## src/rtl/alu_result_deserializer.sv

```systemverilog
// alu_result_deserializer: one-hot lane beats to parallel result word; ALU_RESULT_DESER_PARITY_EN adds a parity beat and res_par_err
module alu_result_deserializer #(
  parameter int WIDTH = 8
) (
  input  logic             clk,
  input  logic             rst_n,
  input  logic [2:0]       sel,
  input  logic [5:0]       Fi,
  input  logic             fi_valid,
  output logic             fi_ready,
  output logic [WIDTH-1:0] res_word,
  output logic [2:0]       res_sel,
  output logic             res_lane_err,
  output logic             res_valid,
  input  logic             res_ready,
`ifdef ALU_RESULT_DESER_PARITY_EN
  output logic             res_par_err,
`endif
  output logic             sel_err
);
  localparam logic [1:0] IDLE    = 2'b00;
  localparam logic [1:0] COLLECT = 2'b01;
  localparam logic [1:0] HOLD    = 2'b10;
  localparam int CW = $clog2(WIDTH + 1);
`ifdef ALU_RESULT_DESER_PARITY_EN
  localparam int LAST = WIDTH;
`else
  localparam int LAST = WIDTH - 1;
`endif
  logic [1:0]       state_q, state_d;
  logic [CW-1:0]    cnt_q, cnt_d;
  logic [WIDTH-1:0] word_q, word_d;
  logic [2:0]       sel_q, sel_d;
  logic             lerr_q, lerr_d;
  logic             sel_err_q, sel_err_d;
  logic [2:0]       lane;
  logic             bit_in, viol, accept, last_beat;
`ifdef ALU_RESULT_DESER_PARITY_EN
  logic             par_q, par_d;
`endif
  always_comb begin
    lane      = sel == 3'd6 ? 3'd4 : sel == 3'd7 ? 3'd5 : {1'b0, sel[1:0]};
    bit_in    = Fi[lane];
    viol      = |(Fi & ~(6'b1 << lane));
    fi_ready  = state_q != HOLD;
    accept    = fi_valid & fi_ready;
    last_beat = cnt_q == CW'(LAST);
    state_d   = state_q;
    cnt_d     = cnt_q;
    word_d    = word_q;
    sel_d     = sel_q;
    lerr_d    = lerr_q;
    sel_err_d = 1'b0;
`ifdef ALU_RESULT_DESER_PARITY_EN
    par_d     = par_q;
`endif
    if (state_q == IDLE && accept) begin
      state_d = COLLECT;
      cnt_d   = CW'(1);
      word_d  = WIDTH'(bit_in);
      sel_d   = sel;
      lerr_d  = viol;
`ifdef ALU_RESULT_DESER_PARITY_EN
      par_d   = 1'b0;
`endif
    end else if (state_q == COLLECT && accept) begin
      if (sel != sel_q) begin
        state_d   = IDLE;
        cnt_d     = '0;
        sel_err_d = 1'b1;
      end else begin
        // at the parity position the shift falls off the word, so only par_q takes the bit
        word_d  = word_q | (WIDTH'(bit_in) << cnt_q);
        lerr_d  = lerr_q | viol;
        state_d = last_beat ? HOLD : COLLECT;
        cnt_d   = last_beat ? cnt_q : cnt_q + CW'(1);
`ifdef ALU_RESULT_DESER_PARITY_EN
        par_d   = last_beat ? bit_in : par_q;
`endif
      end
    end else if (state_q == HOLD && res_ready) begin
      state_d = IDLE;
      cnt_d   = '0;
    end
  end
  always_ff @(posedge clk) begin
    if (!rst_n) begin
      state_q   <= IDLE;
      cnt_q     <= '0;
      word_q    <= '0;
      sel_q     <= '0;
      lerr_q    <= 1'b0;
      sel_err_q <= 1'b0;
`ifdef ALU_RESULT_DESER_PARITY_EN
      par_q     <= 1'b0;
`endif
    end else begin
      state_q   <= state_d;
      cnt_q     <= cnt_d;
      word_q    <= word_d;
      sel_q     <= sel_d;
      lerr_q    <= lerr_d;
      sel_err_q <= sel_err_d;
`ifdef ALU_RESULT_DESER_PARITY_EN
      par_q     <= par_d;
`endif
    end
  end
  assign res_word     = word_q;
  assign res_sel      = sel_q;
  assign res_lane_err = lerr_q;
  assign res_valid    = state_q == HOLD;
  assign sel_err      = sel_err_q;
`ifdef ALU_RESULT_DESER_PARITY_EN
  assign res_par_err  = ^word_q ^ par_q;
`endif
endmodule

```

## config.mk

```make
export PLATFORM = sky130hd
export DESIGN_NAME = alu_result_deserializer
export DESIGN_NICKNAME = d
export VERILOG_FILES = /design/src/rtl/alu_result_deserializer.sv
export SDC_FILE = /design/constraint.sdc
export NUM_CORES = 1
export LEC_CHECK = 0
export BUFFER_PORTS_ARGS = -buffer_cell sky130_fd_sc_hd__buf_2
export CORE_ASPECT_RATIO = 1.25
export CORE_MARGIN = 2
export CORE_UTILIZATION = 44
export DETAILED_ROUTE_END_ITERATION = 12
export PLACE_DENSITY_LB_ADDON = 0.3
export SYNTH_ARGS = -nofsm -noshare
export SYNTH_HDL_FRONTEND = slang
export SYNTH_SLANG_ARGS = --single-unit
```

## constraint.sdc

```tcl
create_clock -name clk -period 4.2 [get_ports clk]
set_input_delay 0.21 -clock clk [delete_from_list [all_inputs] [get_ports clk]]
set_output_delay 0.21 -clock clk [all_outputs]
set_load 0.005 [all_outputs]
```

==> Word level (Yosys, flattened, before mapping) <==
Cells that the tools add are included.
{ "word_totals": {"register_bits": 19, "in_bits": 13, "output_inout_bits": 15, "word_cells": 66} }
{ "classes": {"addsub": 1, "magnitude_cmp": 1, "eq_ne": 10, "shift": 2, "muxes": 21, "bitwise": 8, "reduce_logical": 14} }
{ "ops": {"columns": ["op", "count"], "rows": [
  ["two-way mux 4 bit", 4],
  ["two-way mux 1 bit", 10],
  ["two-way mux 2 bit", 4],
  ["OR 8 bit", 1],
  ["AND reduction 2 bit", 4],
  ["<< shifter 1 x 4 -> 8 bit", 1],
  ["AND 6 bit", 1],
  ["equality test 3 bit (second input constant)", 2],
  ["two-way mux 3 bit", 2],
  ["NOT 6 bit", 1],
  ["OR reduction 6 bit", 1],
  ["<< shifter 1 x 3 -> 6 bit (first input constant)", 1],
  ["adder 4 x 1 -> 4 bit (second input constant)", 1],
  ["equality test 4 x 3 -> 1 bit (second input constant)", 1],
  ["< comparator 3 x 4 -> 1 bit (second input constant)", 1],
  ["!= test 2 bit (second input constant)", 2],
  ["!= test 4 x 3 -> 1 bit (second input constant)", 1],
  ["nonzero test 2 bit", 2],
  ["binary-select mux 1 bit (select 3 bit)", 1],
  ["logical AND 1 bit", 3],
  ["!= test 3 x 2 -> 1 bit (second input constant)", 1],
  ["!= test 3 bit", 1],
  ["NOT 1 bit", 3],
  ["nonzero test 3 bit", 1],
  ["other kinds (7)", 7]
]} }

==> Depth between registers and ports, before layout <==
Gate-level depths: netlist of run 1.
{ "logic_depth": {"word_depth": 11, "depth_mapped": 6, "ltp_nobuf": 5} }

==> Worst setup path after synthesis of run 1 <==
OpenSTA, ideal clock, no wires.
{ "synth_path": {"kind": "reg2reg", "start": "register cnt_q[0]", "end": "register cnt_q[1]", "setup_time_ns": 0.127, "t_arrival_ns": 1.461, "required_ns": 4.073, "setup_slack_ns": 2.612, "path_stages_with_launch": 6, "path_buffers": 1, "period_less_slack_ns": 1.588, "path_cell_list": "dfxtp_1 -> ha_1 -> and3b_1 -> clkbuf_1 -> and4b_1 -> or3_1"} }
{ "synth_between": {"elab_chain_len": 4, "elab_cells_between_ends": 7, "classes_between": "1 x add/sub; 2 x eq/ne; 3 x mux; 1 x reduce/logical"} }
{ "synth_rtl": {"columns": ["item", "line_no", "text"], "rows": [
  ["start: declaration", "31", "logic [CW-1:0] cnt_q, cnt_d;"],
  ["start signal: assignment", "99", "cnt_q <= cnt_d;"],
  ["adder 4 x 1 -> 4 bit", "76", "cnt_d = last_beat ? cnt_q : cnt_q + CW'(1);"],
  ["two-way mux 4 bit", "76", null],
  ["two-way mux 4 bit", "67", "if (sel != sel_q) begin"],
  ["two-way mux 4 bit", "66", "end else if (state_q == COLLECT && accept) begin"]
]} }
Parallel ways exist; a longest one is shown, timed or not. The select of a mux whose other input is x is not followed.
A chain may end at the register's enable or synchronous reset.

==> Final worst setup path of run 1 <==
{ "layout_path": {"start": "register state_q[1]", "end": "register cnt_q[1]"} }
{ "layout_between": {"elab_chain_len": 5, "elab_cells_between_ends": 13, "classes_between": "4 x eq/ne; 1 x mux; 1 x bitwise; 7 x reduce/logical"} }
{ "layout_rtl": {"columns": ["item", "line_no", "text"], "rows": [
  ["start: declaration", "30", "logic [1:0] state_q, state_d;"],
  ["start signal: assignment", "98", "state_q <= state_d;"],
  ["!= test 2 bit", "45", "fi_ready = state_q != HOLD;"],
  ["AND 1 bit", "46", "accept = fi_valid & fi_ready;"],
  ["logical AND 1 bit", "66", null],
  ["!= test 3 x 2 -> 1 bit (no source line) / nonzero test 2 bit (equally long branches)", null, null],
  ["AND reduction 2 bit (no source line)", null, null]
]} }
Parallel ways exist; a longest one is shown, timed or not.

==> flow_summary.yaml, run 1 <==
min_path:
  hold_class: "in2reg"
  worstHoldPathCells: 3
  hold_path_end: "res_sel[1]"
  hold_start: "sel[1]"
sta:
  holdWs_ns: 0.2107
  clock_skew_ns: 0.005383
  fin_crit_sh_pct: 41.48
  setup_viol: 0
  grt_setup_unrepaired: "no"
  drv_slew: 0
  period_needed_ns: 1.742
  maxSlewHeadroom_pct: 51.26
  fmax_mhz: 574.0
  tns_ns: 0
  final_hold_viol_count: 0
  tightestPinTransition_ns: 0.7285
  setup_slack_ns: 2.458
yosys:
  syn_area_um2: 1038
  synth_area_per_cell_um2: 9.110
  synth_nets: 128
  ys.flop_type: "dfxtp_1"
  yosys_register_bits: 19
  ys_types: 42
  synthArstFlopShare_pct: 0
  synth_edf_count: 0
  netlist_instances: 114
  synth_warnings: 0
  synth_seq_area_share_pct: 36.63
drt:
  dr.pass1.iters: 4
  drcViolationCount: 0
  ant_nets: 0
  first_iter_violations: 34
  drt_wl_total_um: 2199
  wl_per_cell_um: 12.94
  viasPerCell: 5.612
  num_vias: 954
setup_path:
  reg2reg_to: "cnt_q[1]"
  cpMaxStageDelayCell: "nor3b_2"
  path_class: "reg2reg"
  critPathMaxStageDelay_ns: 0.40
  crit_family: "simple AND/OR/NAND/NOR gates"
  cp-start-kind: "flip-flop"
  cp_data_arrival_time_ns: 1.93
  worstPathMaxFanout: 13
  crit_buf_inv: 0
  path_cells: "nor3b_2, nor2_1, and3_1, or3_1"
  r2r_setup_slack_ns: 2.46
  cp.required_ns: 4.39
  timing.rr.start: "state_q[1]"
  crit_path_end_kind: "flip-flop"
  rr_worst_depth: 4
clock_network:
  cts_buffer_depth: 2
  root_buffer: "clkbuf_4"
  cts.repair.resized: 0
  clkTransAtPathRegs_ns: 0.11
  clock_sinks: 19
  numCtsBuffers: 3
  hold_buffers: 0
  post_cts_buffers: 0
  worstSkewPairLatency_ns: 0.29
  cts_tree: "yes"
  htree_levels: 1
floorplan:
  die_x_um: 47.46
  die_area_um2: 2767
  row_count: 19
  start_util_pct: 46.97
  ios: 28
  core_area_um2: 2211
  die_h_um: 58.32
power:
  p_leak_nw: 0.5316
  power.density_nw_per_um2: 279.9
  finalPower_mw: 0.3362
  ir_drop_mv: 0.1870
global_route:
  gr-usage-all-layers_pct: 18.69
  grt_max_degree: 14
  antenna_found_initial: 0
  grt_pass1_vias: 903
  grt_pass1_wl_um: 3857
  grt_overflow: 0
placed_design:
  place.gp.congestion: 0.7658
  dp_hpwl_um: 1749
  io_buffer_count: 27
  dp_slack_ns: 2.459
cells_and_area:
  multi_input_area_um2: 604.3
  regArea_um2: 380.4
  fillers: 226
  post-route-util_pct: 54.33
  num-nets-final: 154
  area_growth_pct: 15.66
  final_cell_mix: "27 x buf_2, 19 x dfxtp_1, 11 x a21oi_1"
  insertedDiodeCount: 0
  drive_gt1_share_pct: 27.34
  final_common_cell: "buf_2"
status:
  status: "finished, final reports clean"
job:
  cap_violations: 0
[cell usage after synthesis, drive strengths merged (3+ instances only)]
library cell	n	area [µm²]
a21oi	11	55.05
a22o	4	35.03
a32o	3	30.03
buf	3	27.52
clkbuf	3	11.26
dfxtp	19	380.4
inv	4	15.01
mux2	3	33.78
nand2	10	37.54
nand3	4	20.02
nor2	3	11.26
nor2b	3	18.77
nor3	7	35.03
nor3b	4	40.03
o21ai	5	25.02
xor2	3	33.79
[worst register-to-register path, stage by stage (launching register included)]
cell and delay, ns:
dfxtp_1 0.38, nor3b_2 0.40, nor2_1 0.28, and3_1 0.23, or3_1 0.35
[cells by family (layout without fill, tap and decap cells)]
group | count (synthesis) | count (layout) | synth area share [%]
simple gates | 48 | 48 | 30.24
compound gates | 30 | 30 | 20.24
flops | 19 | 19 | 36.63
buf+inv | 10 | 35 | 5.180
xor+xnor | 3 | 3 | 3.254
mux | 3 | 3 | 3.253
fa+ha+maj | 1 | 1 | 1.205
[power breakdown]
| part | leakage [nW] | switching [mW] | internal (mW) |
|---|---|---|---|
| clock | 0.0177 | 0.0559 | 0.0354 |
| combinational | 0.359 | 0.0305 | 0.0218 |
| sequential | 0.155 | 0.00667 | 0.186 |
[metrics by stage]
step	instance area, µm²	cells
after detailed placement	1174	166
after global routing	1201	170
after CTS	1201	170
after global placement	1174	166
final	1201	170
after floorplan	1039	114
[final cells by class]
type | count | share of cell area [%]
clock inverters | 1 | 0.4167
well taps | 31 | 3.229
multi-input cells | 85 | 50.31
flip-flops and latches | 19 | 31.67
repair buffers | 27 | 11.25
inverters | 4 | 1.250
clock buffers | 3 | 1.875
[registers in the layout, summed over array words and instances (netlist names)]
name / count
res_word: 8
cnt_q: 4
res_sel: 3
state_q: 2
res_lane_err: 1
sel_err: 1
[worst max path at each step]
stage / start / endpoint / depth (start not counted)
5_1_grt: state_q[0] / res_word[6] / 4
3_3_place_gp: state_q[1] / cnt_q[1] / 4
6_report: state_q[1] / cnt_q[1] / 4
3_5_place_dp: state_q[1] / cnt_q[1] / 4
4_1_cts: state_q[1] / cnt_q[1] / 4
2_1_floorplan: cnt_q[0] / cnt_q[1] / 5
[layer usage]
layer	GRT usage (%)	vias up	routed length (µm)	part of all wire, %
met5	0	-	0	0
met1	21.41	437	897	41
li1	-	478	-	-
met3	3.988	4	119	5.4
met2	33.20	35	1153	52
met4	5.556	0	28	1.3
No activity file was read; power rests on OpenSTA's default activity.
==> run 2, diff against run 1 <==
Clock period 4.2 ns to 1.8 ns, I/O delays scaled along.
==> flow_summary.yaml, run 2 (synthesis results as in run 1) <==
power:
  netSwitchingFraction_pct: 27.18
  p_leak_nw: 0.5663
  clockPowerShare_pct: 26.8
  power.density_nw_per_um2: 634.6
  p_int_mw: 0.5794
  ir_drop_mv: 0.4982
  p_comb_share_pct: 17.3
  power_switching_mw: 0.2163
  seqPwrFrac_pct: 55.9
floorplan:
  core_area_um2: 2211
  die_area_um2: 2767
  row_count: 19
  die_h_um: 58.32
  ios: 28
  die_x_um: 47.46
  start_util_pct: 46.97
cells_and_area:
  final_common_cell: "buf_2"
  regArea_um2: 381.6
  num-nets-final: 161
  area_growth_pct: 20.72
  multi_input_area_um2: 604.3
  insertedDiodeCount: 0
  fillers: 206
  drive_gt1_share_pct: 30.82
  final_cell_mix: "27 x buf_2, 18 x dfxtp_1, 11 x a21oi_1"
  largest_reg_flops: 8
sta:
  clock_skew_ns: 0.003161
  period_needed_ns: 1.685
  final_hold_viol_count: 0
  tightestPinTransition_ns: 0.5105
  fin_crit_sh_pct: 93.62
  tns_ns: 0
  holdWs_ns: 0.08762
  setup_viol: 0
  grt_setup_unrepaired: "no"
  fmax_mhz: 593.4
  drv_slew: 0
  maxSlewHeadroom_pct: 65.70
drt:
  drt_wl_total_um: 2296
  ant_nets: 0
  first_iter_violations: 7
  num_vias: 1013
  drcViolationCount: 0
  viasPerCell: 5.723
  dr.pass1.iters: 4
  wl_per_cell_um: 12.97
setup_path:
  cpMaxStageDelayCell: "dfxtp_1"
  cp-start-kind: "flip-flop"
  crit_path_end_kind: "flip-flop"
  cp_data_arrival_time_ns: 1.87
  critPathMaxStageDelay_ns: 0.38
  crit_family: "simple AND/OR/NAND/NOR gates"
  cp.required_ns: 1.99
  r2r_setup_slack_ns: 0.11
  path_class: "reg2reg"
  worstPathMaxFanout: 8
  path_cells: "xor2_1, nor4b_4, buf_4, buf_4, and4b_1, or3_1"
  cpMostUsedCell: "buf_4"
  crit_buf_inv: 2
clock_network:
  clkTransAtPathRegs_ns: 0.11
  clock_sinks: 19
  htree_levels: 1
  hold_buffers: 0
  numCtsBuffers: 3
  worstSkewPairLatency_ns: 0.29
  cts_buffer_depth: 2
  root_buffer: "clkbuf_4"
  cts_tree: "yes"
placed_design:
  dp_hpwl_um: 1742
  place.gp.congestion: 0.7373
  io_buffer_count: 27
global_route:
  grt_overflow: 0
  grt_pass1_wl_um: 3808
  gr-usage-all-layers_pct: 18.80
  antenna_found_initial: 0
  grt_pass1_vias: 857
  grt_max_degree: 11
min_path:
  hold_class: "in2reg"
status:
  status: "finished, final reports clean"
job:
  cap_violations: 0
==> run 2: cell types whose count changed in the layout (fill, tap and decap cells not counted), sizes merged <==
cell / delta
buf: +7
clkbuf: +1
clkinv: -1
==> run 2: metrics by stage <==
stage | utilization [%] | instance area [µm²] | power (mW) | cells | setup slack (ns)
2_1_floorplan | - | 1039 | 0.5365 | 114 | 0.2124
3_3_place_gp | 54.78 | 1211 | 0.5858 | 171 | 0.2171
3_5_place_dp | 54.78 | 1211 | 0.5899 | 171 | 0.1522
4_1_cts | 55.97 | 1237 | 0.8020 | 175 | 0.1101
5_1_grt | 56.71 | 1254 | 0.8402 | 177 | 0.002710
6_report | 56.71 | 1254 | 0.7956 | 177 | 0.1148
==> run 2: worst min-delay path, stage by stage <==
cell,delay (ns)
buf_2,0.14
nand2_1,0.06
a21oi_1,0.05
==> run 2: per-layer routing <==
metal  up-vias  track usage, %  wire length (µm)
li1        496               -                 -
met5         -               0                 0
met1       481           24.66               985
met4         0           5.952                13
met2        34           30.31              1199
met3         2           3.681                98
==> run 2: final cells by class <==
type / count / area share (%)
repair buffers: 34 / 14.97
inverters: 4 / 1.198
well taps: 31 / 3.094
multi-input cells: 85 / 48.20
clock buffers: 4 / 2.096
flip-flops and latches: 19 / 30.44
==> run 2: what timing repair did <==
action | 4_1_cts | 5_1_grt
resized for setup | 0 | 1
endpoints found under the hold margin | 0 | 0
setup endpoints to repair | 0 | 4
setup buffers | 0 | 2
==> run 2: power by group through the flow <==
stage	registers, mW	logic, mW	clock network (mW)
global route	0.446	0.155	0.239
global placement	0.453	0.132	0
floorplan	0.457	0.0792	0
finish	0.444	0.138	0.214
detailed placement	0.454	0.136	0
CTS	0.444	0.137	0.221
==> run 2: path summary, 6_finish.rpt <==
check | cells after the start | to | from
max | 6 | cnt_q[1] | res_sel[2]
max reg2reg | 6 | cnt_q[1] | res_sel[2]
min reg2reg | 2 | res_word[0] | res_word[0]
min | 3 | res_sel[1] | sel[1]
